===== src/rtl/pll_speed_reconfig.sv =====
// Reprograms the PLL fractional divider (mode, fraction, start) over Avalon-MM
// whenever the filtered speed request differs from the last committed setting.
module pll_speed_reconfig #(
    parameter logic [31:0] FRAC_NATIVE   = 32'd3639383488,
    parameter logic [31:0] FRAC_UNDER    = 32'd3262113561,
    parameter int unsigned STABLE_CYCLES = 2,
    parameter int unsigned GAP_CYCLES    = 3,
    parameter int unsigned LOCK_HOLDOFF  = 16,
    parameter int unsigned LOCK_TIMEOUT  = 65535
) (
    input  logic        clk_50m,
    input  logic        reset,
    input  logic        underclock,
    input  logic        mgmt_waitrequest,
    output logic        mgmt_write,
    output logic [5:0]  mgmt_address,
    output logic [31:0] mgmt_writedata,
    input  logic        pll_locked,
    output logic        busy,
    output logic        applied,
    output logic        lock_err
);

    localparam logic [3:0]  STABLE_C     = 4'(STABLE_CYCLES);
    localparam logic [3:0]  GAP_LAST     = 4'(GAP_CYCLES - 1);
    localparam logic [15:0] HOLDOFF_C    = 16'(LOCK_HOLDOFF);
    localparam logic [15:0] TIMEOUT_LAST = 16'(LOCK_TIMEOUT - 1);

    localparam logic [5:0] ADDR_MODE  = 6'd0;
    localparam logic [5:0] ADDR_START = 6'd2;
    localparam logic [5:0] ADDR_FRAC  = 6'd7;

    typedef enum logic [2:0] {
        S_IDLE,
        S_WR_MODE,
        S_GAP1,
        S_WR_FRAC,
        S_GAP2,
        S_WR_START,
        S_LOCK_WAIT
    } state_t;

    state_t      state_q, state_d;
    logic        target_q, target_d;
    logic        wr_q, wr_d;
    logic [5:0]  addr_q, addr_d;
    logic [31:0] data_q, data_d;
    logic [3:0]  gap_cnt_q, gap_cnt_d;
    logic [15:0] lock_cnt_q, lock_cnt_d;
    logic        applied_q, applied_d;
    logic        lock_err_q, lock_err_d;
    logic        busy_q, busy_d;

    logic        u_meta_q, u_sync_q, u_prev_q;
    logic [3:0]  stab_cnt_q, stab_cnt_d;
    logic        u_st_q, u_st_d;

    logic        lock_meta_q, lock_sync_q;
    logic        lock_arm;
    logic        accept;
    logic [31:0] frac_word;

    // ---------------- request filter ----------------
    always_ff @(posedge clk_50m or negedge reset) begin
        if (!reset) begin
            u_meta_q   <= 1'b0;
            u_sync_q   <= 1'b0;
            u_prev_q   <= 1'b0;
            stab_cnt_q <= 4'd0;
            u_st_q     <= 1'b0;
        end else begin
            u_meta_q   <= underclock;
            u_sync_q   <= u_meta_q;
            u_prev_q   <= u_sync_q;
            stab_cnt_q <= stab_cnt_d;
            u_st_q     <= u_st_d;
        end
    end

    // stab_cnt counts consecutive equal synchronized samples, the new one included
    always_comb begin
        stab_cnt_d = stab_cnt_q;
        u_st_d     = u_st_q;
        if (u_sync_q != u_prev_q) begin
            stab_cnt_d = 4'd1;
        end else if (stab_cnt_q < STABLE_C) begin
            stab_cnt_d = stab_cnt_q + 4'd1;
        end
        if (stab_cnt_d == STABLE_C) begin
            u_st_d = u_sync_q;
        end
    end

    // ---------------- lock synchronizer ----------------
    // Held clear until the holdoff expires so a stale pre-reconfig lock cannot
    // complete the wait; a genuine lock then needs two more cycles to appear.
    assign lock_arm = (state_q == S_LOCK_WAIT) && (lock_cnt_q >= HOLDOFF_C);

    always_ff @(posedge clk_50m or negedge reset) begin
        if (!reset) begin
            lock_meta_q <= 1'b0;
            lock_sync_q <= 1'b0;
        end else if (!lock_arm) begin
            lock_meta_q <= 1'b0;
            lock_sync_q <= 1'b0;
        end else begin
            lock_meta_q <= pll_locked;
            lock_sync_q <= lock_meta_q;
        end
    end

    // ---------------- sequencer ----------------
    assign accept    = wr_q && !mgmt_waitrequest;
    assign frac_word = target_q ? FRAC_UNDER : FRAC_NATIVE;

    always_comb begin
        state_d    = state_q;
        target_d   = target_q;
        wr_d       = wr_q;
        addr_d     = addr_q;
        data_d     = data_q;
        gap_cnt_d  = gap_cnt_q;
        lock_cnt_d = lock_cnt_q;
        applied_d  = applied_q;
        lock_err_d = lock_err_q;

        case (state_q)
            S_IDLE: begin
                if (u_st_q != applied_q) begin
                    target_d = u_st_q;
                    state_d  = S_WR_MODE;
                    wr_d     = 1'b1;
                    addr_d   = ADDR_MODE;
                    data_d   = 32'd0;
                end
            end
            S_WR_MODE: begin
                if (accept) begin
                    wr_d      = 1'b0;
                    gap_cnt_d = 4'd0;
                    state_d   = S_GAP1;
                end
            end
            S_GAP1: begin
                if (gap_cnt_q == GAP_LAST) begin
                    state_d = S_WR_FRAC;
                    wr_d    = 1'b1;
                    addr_d  = ADDR_FRAC;
                    data_d  = frac_word;
                end else begin
                    gap_cnt_d = gap_cnt_q + 4'd1;
                end
            end
            S_WR_FRAC: begin
                if (accept) begin
                    wr_d      = 1'b0;
                    gap_cnt_d = 4'd0;
                    state_d   = S_GAP2;
                end
            end
            S_GAP2: begin
                if (gap_cnt_q == GAP_LAST) begin
                    state_d = S_WR_START;
                    wr_d    = 1'b1;
                    addr_d  = ADDR_START;
                    data_d  = 32'd0;
                end else begin
                    gap_cnt_d = gap_cnt_q + 4'd1;
                end
            end
            S_WR_START: begin
                if (accept) begin
                    wr_d       = 1'b0;
                    lock_cnt_d = 16'd0;
                    state_d    = S_LOCK_WAIT;
                end
            end
            S_LOCK_WAIT: begin
                if (lock_arm && lock_sync_q) begin
                    applied_d  = target_q;
                    lock_err_d = 1'b0;
                    state_d    = S_IDLE;
                end else if (lock_cnt_q == TIMEOUT_LAST) begin
                    applied_d  = target_q;
                    lock_err_d = 1'b1;
                    state_d    = S_IDLE;
                end else begin
                    lock_cnt_d = lock_cnt_q + 16'd1;
                end
            end
            default: begin
                state_d = S_IDLE;
                wr_d    = 1'b0;
            end
        endcase

        busy_d = (state_d != S_IDLE);
    end

    always_ff @(posedge clk_50m or negedge reset) begin
        if (!reset) begin
            state_q    <= S_IDLE;
            target_q   <= 1'b0;
            wr_q       <= 1'b0;
            addr_q     <= 6'd0;
            data_q     <= 32'd0;
            gap_cnt_q  <= 4'd0;
            lock_cnt_q <= 16'd0;
            applied_q  <= 1'b0;
            lock_err_q <= 1'b0;
            busy_q     <= 1'b0;
        end else begin
            state_q    <= state_d;
            target_q   <= target_d;
            wr_q       <= wr_d;
            addr_q     <= addr_d;
            data_q     <= data_d;
            gap_cnt_q  <= gap_cnt_d;
            lock_cnt_q <= lock_cnt_d;
            applied_q  <= applied_d;
            lock_err_q <= lock_err_d;
            busy_q     <= busy_d;
        end
    end

    assign mgmt_write     = wr_q;
    assign mgmt_address   = addr_q;
    assign mgmt_writedata = data_q;
    assign busy           = busy_q;
    assign applied        = applied_q;
    assign lock_err       = lock_err_q;

endmodule

===== config.mk =====
export PLATFORM = sky130hd
export DESIGN_NAME = pll_speed_reconfig
export DESIGN_NICKNAME = d
export VERILOG_FILES = /design/src/rtl/pll_speed_reconfig.sv
export SDC_FILE = /design/constraint.sdc
export NUM_CORES = 1
export LEC_CHECK = 0
export ABC_CLOCK_PERIOD_IN_PS = 2400
export CORE_MARGIN = 2
export CORE_UTILIZATION = 52
export CTS_CLUSTER_DIAMETER = 30
export CTS_CLUSTER_SIZE = 12
export DETAILED_ROUTE_END_ITERATION = 12
export PLACE_DENSITY = 0.86
export SYNTH_ARGS = -nofsm -noshare
export SYNTH_HDL_FRONTEND = slang
export SYNTH_SLANG_ARGS = --single-unit

===== constraint.sdc =====
create_clock -name clk_50m -period 2.4 [get_ports clk_50m]
set_input_delay 0.72 -clock clk_50m [delete_from_list [all_inputs] [get_ports clk_50m]]
set_output_delay 0.72 -clock clk_50m [all_outputs]
set_load 0.1 [all_outputs]

==> impl_summary.log <==
[metrics] number of nets at the end of the flow: roughly 300
[metrics] DP Wirelength: roughly 3800 um
[metrics] period utilization: 94.4%
[metrics] via count of the first global-routing pass: ~1800
[metrics] Hold Buf Count CTS: 0
[metrics] DRT Wirelength: between 4000 and 5000 um
[metrics] filler cell count in the final layout: a little under 400
[metrics] cell taking the most area after synthesis: dfrtp_1
[metrics] post-synth cell types: 48
[metrics] Post-DRT Antenna Nets: 0
[metrics] number of enable-type register cells in the synthesized netlist: 0
[metrics] sequential share of the synthesized area: 43.1%
[metrics] minimum clock period after layout: 2.27 ns
[metrics] commonest cells after routing, fill and taps aside: dfrtp_1 (43), buf_4 (43), nand2_1 (20)
[metrics] routability congestion estimate: ~0.85
[metrics] total global-route track usage: 20.3%
[metrics] Netlist Area Pre-Place: ~0.0025 mm2
[metrics] startpoint type of the worst setup path: flip-flop
[metrics] clock insertion delay at the later pin of the skew report: 0.29 ns
[metrics] overflow left after global routing: 0
[metrics] WP data required: approximately 2.6 ns
[metrics] WL per Instance: around 14 um
[metrics] cell types with the largest area share after synthesis: dfrtp_1 (43%), buf_4 (9.9%), xnor2_1 (3.5%), ha_1 (3.0%), nand2_1 (3.0%)
[metrics] global-route wire length before repair: about 8400 um
[metrics] critical setup path kind: reg2reg
[metrics] clock buffer count from CTS: 5
[metrics] Ant. Diodes: 0
[metrics] area added between synthesis and finish: 11.9%
[metrics] Final Hold Vio Count: 0
[metrics] share of cells above drive strength 1: between 20% and 30%
[metrics] cell chain of the critical path: nor4_1 > a31oi_1 > or3_4 > or4_1 > a21oi_1
[metrics] CTS tree: yes
[metrics] fraction of synthesized cell area taken by the top area cell type: 43.1%
[metrics] Post CTS Setup Buffer Count: 0
[metrics] maximum clock frequency: 441 MHz
[metrics] sum of negative setup slack: 0 ns
[metrics] Clock H-tree levels: 2
[metrics] hold crit path type: in2async
[metrics] clock transition at the registers of the reported paths: 0.08 ns
[metrics] power consumption: roughly 3500 uW
[metrics] top-level port count: 47
[metrics] deepest clock path buffer count: 2
[metrics] ys flop type: dfrtp_1
[metrics] core area: ~0.0047 mm2
[metrics] x dimension of the die: roughly 73 um
[metrics] cell count after synthesis: between 200 and 300
[metrics] Root Driver: clkbuf_8
[metrics] ratio of routed vias to standard cells: about 5.8
[metrics] number of remaining DRC errors: 0
[metrics] r2r worst-path depth: 5
[metrics] arrival time at the worst endpoint: 2.49 ns
[metrics] via count of the routed design: between 1500 and 2000
[metrics] yosys warns: 0
[metrics] die height: roughly 73 um
[metrics] critical path endpoint category: flip-flop
[metrics] clk sinks: between 40 and 50
[metrics] Starting DRT DRC Count: between 150 and 200
[metrics] count of buffers inserted at the top-level ports: 35
[metrics] Final Max Slew Viols: 0
[metrics] number of core rows: 25
[metrics] Starting Density: a little over half
[metrics] maximum fanout encountered on the critical timing path: 14
[metrics] max-capacitance violation count: 0
[metrics] stage delay of the slowest cell on the critical path: between 0.5 and 0.6 ns
[metrics] final count of negative-setup-slack endpoints: 0
[metrics] number of storage elements in the synthesis netlist: 43
[metrics] power per standard cell area: 1240 mW/mm2
[metrics] initial antenna violation count: 0
[metrics] worst supply voltage drop on vdd: ~0.52 mV
[metrics] Crit-path slowest cell: or4_1
[metrics] Resize count post-CTS: 0
[metrics] die area: between 0.005 and 0.006 mm2
[metrics] leakage power figure: around 0.0013 uW
[metrics] Worst Skew: between 0.003 and 0.004 ns
[metrics] outcome: completed
[metrics] post-synthesis area per instance: around 9.5 um2
[metrics] asr flop ratio synth: 100%
[metrics] total iterations of the first detailed-routing run: 4
[metrics] largest net degree at the start of global routing: 23
[metrics] setup repair after global routing missed its margin: no
==> cells in the mapped netlist, types with 2 or more instances <==
library cell / n
a21o_1: 4
a21oi_1: 12
a22o_1: 4
a2bb2oi_1: 2
a31o_2: 2
a31oi_1: 4
and2_1: 7
and3_1: 3
and4_1: 4
buf_4: 33
clkbuf_1: 7
dfrtp_1: 43
ha_1: 6
inv_1: 9
mux2_2: 2
mux2i_1: 2
nand2_1: 20
nand2b_1: 5
nand3_1: 8
nand3b_1: 3
nand4_1: 2
nand4b_1: 2
nor2_1: 17
nor2b_1: 4
nor3b_1: 2
nor4_1: 10
o211ai_1: 4
o21ai_0: 6
o31ai_1: 5
or2_2: 2
or4_1: 3
xnor2_1: 10
==> final timing paths <==
kind	from	to	slack, ns
hold reg to reg	u_meta_q	u_sync_q	0.38
max in group asynchronous	reset	stab_cnt_q[3]	1.46
hold / removal	reset	lock_cnt_q[11]	0.38
setup reg to reg	lock_cnt_q[11]	lock_cnt_q[13]	0.13
min in group clk_50m	u_meta_q	u_sync_q	0.38
setup / recovery	lock_cnt_q[11]	lock_cnt_q[13]	0.13
==> metal layers <==
metal	GRT usage (%)	wire (um)
met4	7.41	106
met5	0	0
met2	34.9	2500
met3	4.80	285
met1	24.8	2010
==> critical path, delay by kind of cell, from the launching register on <==
kind               cells  cell delay, ns
AOI/OAI and AO/OA      2            0.32
DFF                    1            0.43
and+or+nand+nor        3            1.45
==> stage by stage <==
step | utilization, % | std cells | cell area [um2] | worst slack, ns | hold slack [ns]
floorplan | - | 273 | 2530 | 0.113 | 0.331
global placement | 57.4 | 332 | 2680 | 0.207 | 0.334
detailed placement | 57.4 | 332 | 2680 | 0.140 | 0.369
CTS | 59.9 | 340 | 2790 | 0.127 | 0.381
global route | 59.9 | 340 | 2790 | 0.00307 | 0.408
finish | 59.9 | 340 | 2790 | 0.133 | 0.379
==> logic make-up after synthesis <==
group                    after synthesis  share of synthesized area, %
AND/OR/NAND/NOR                       98                          22.1
other                                  1                         0.150
flip-flops                            43                          43.1
AO/OA/AOI/OAI                         49                          13.4
adder cells (fa/ha/maj)                6                          3.01
buffers and inverters                 51                          12.7
multiplexers                           4                          1.70
XOR/XNOR                              11                          3.86
==> sequential cells by signal (all words and copies together) (netlist names) <==
register and count:
applied 1, busy 1, gap_cnt_q 4, lock_cnt_q 16
lock_err 1, lock_meta_q 1, lock_sync_q 1, mgmt_address 2
mgmt_write 1, mgmt_writedata 3, stab_cnt_q 4, state_q 3
target_q 1, u_meta_q 1, u_prev_q 1, u_st_q 1
u_sync_q 1
==> area by class of cell <==
| class | count | area [um2] | share of cell area, % |
|---|---|---|---|
| Multi-Input combinational cell | 179 | 1140 | 40.8 |
| Tap cell | 54 | 67.6 | 2.42 |
| Clock buffer | 6 | 82.6 | 2.96 |
| Timing Repair Buffer | 47 | 358 | 12.8 |
| Clock inverter | 2 | 35.0 | 1.25 |
| Inverter | 9 | 33.8 | 1.21 |
| Sequential cell | 43 | 1080 | 38.5 |
==> power breakdown <==
part	internal, uW	switching, uW
sequential	964	286
clock	337	239
combinational	534	1110
Note: power is estimated with default switching activity, not from simulation.
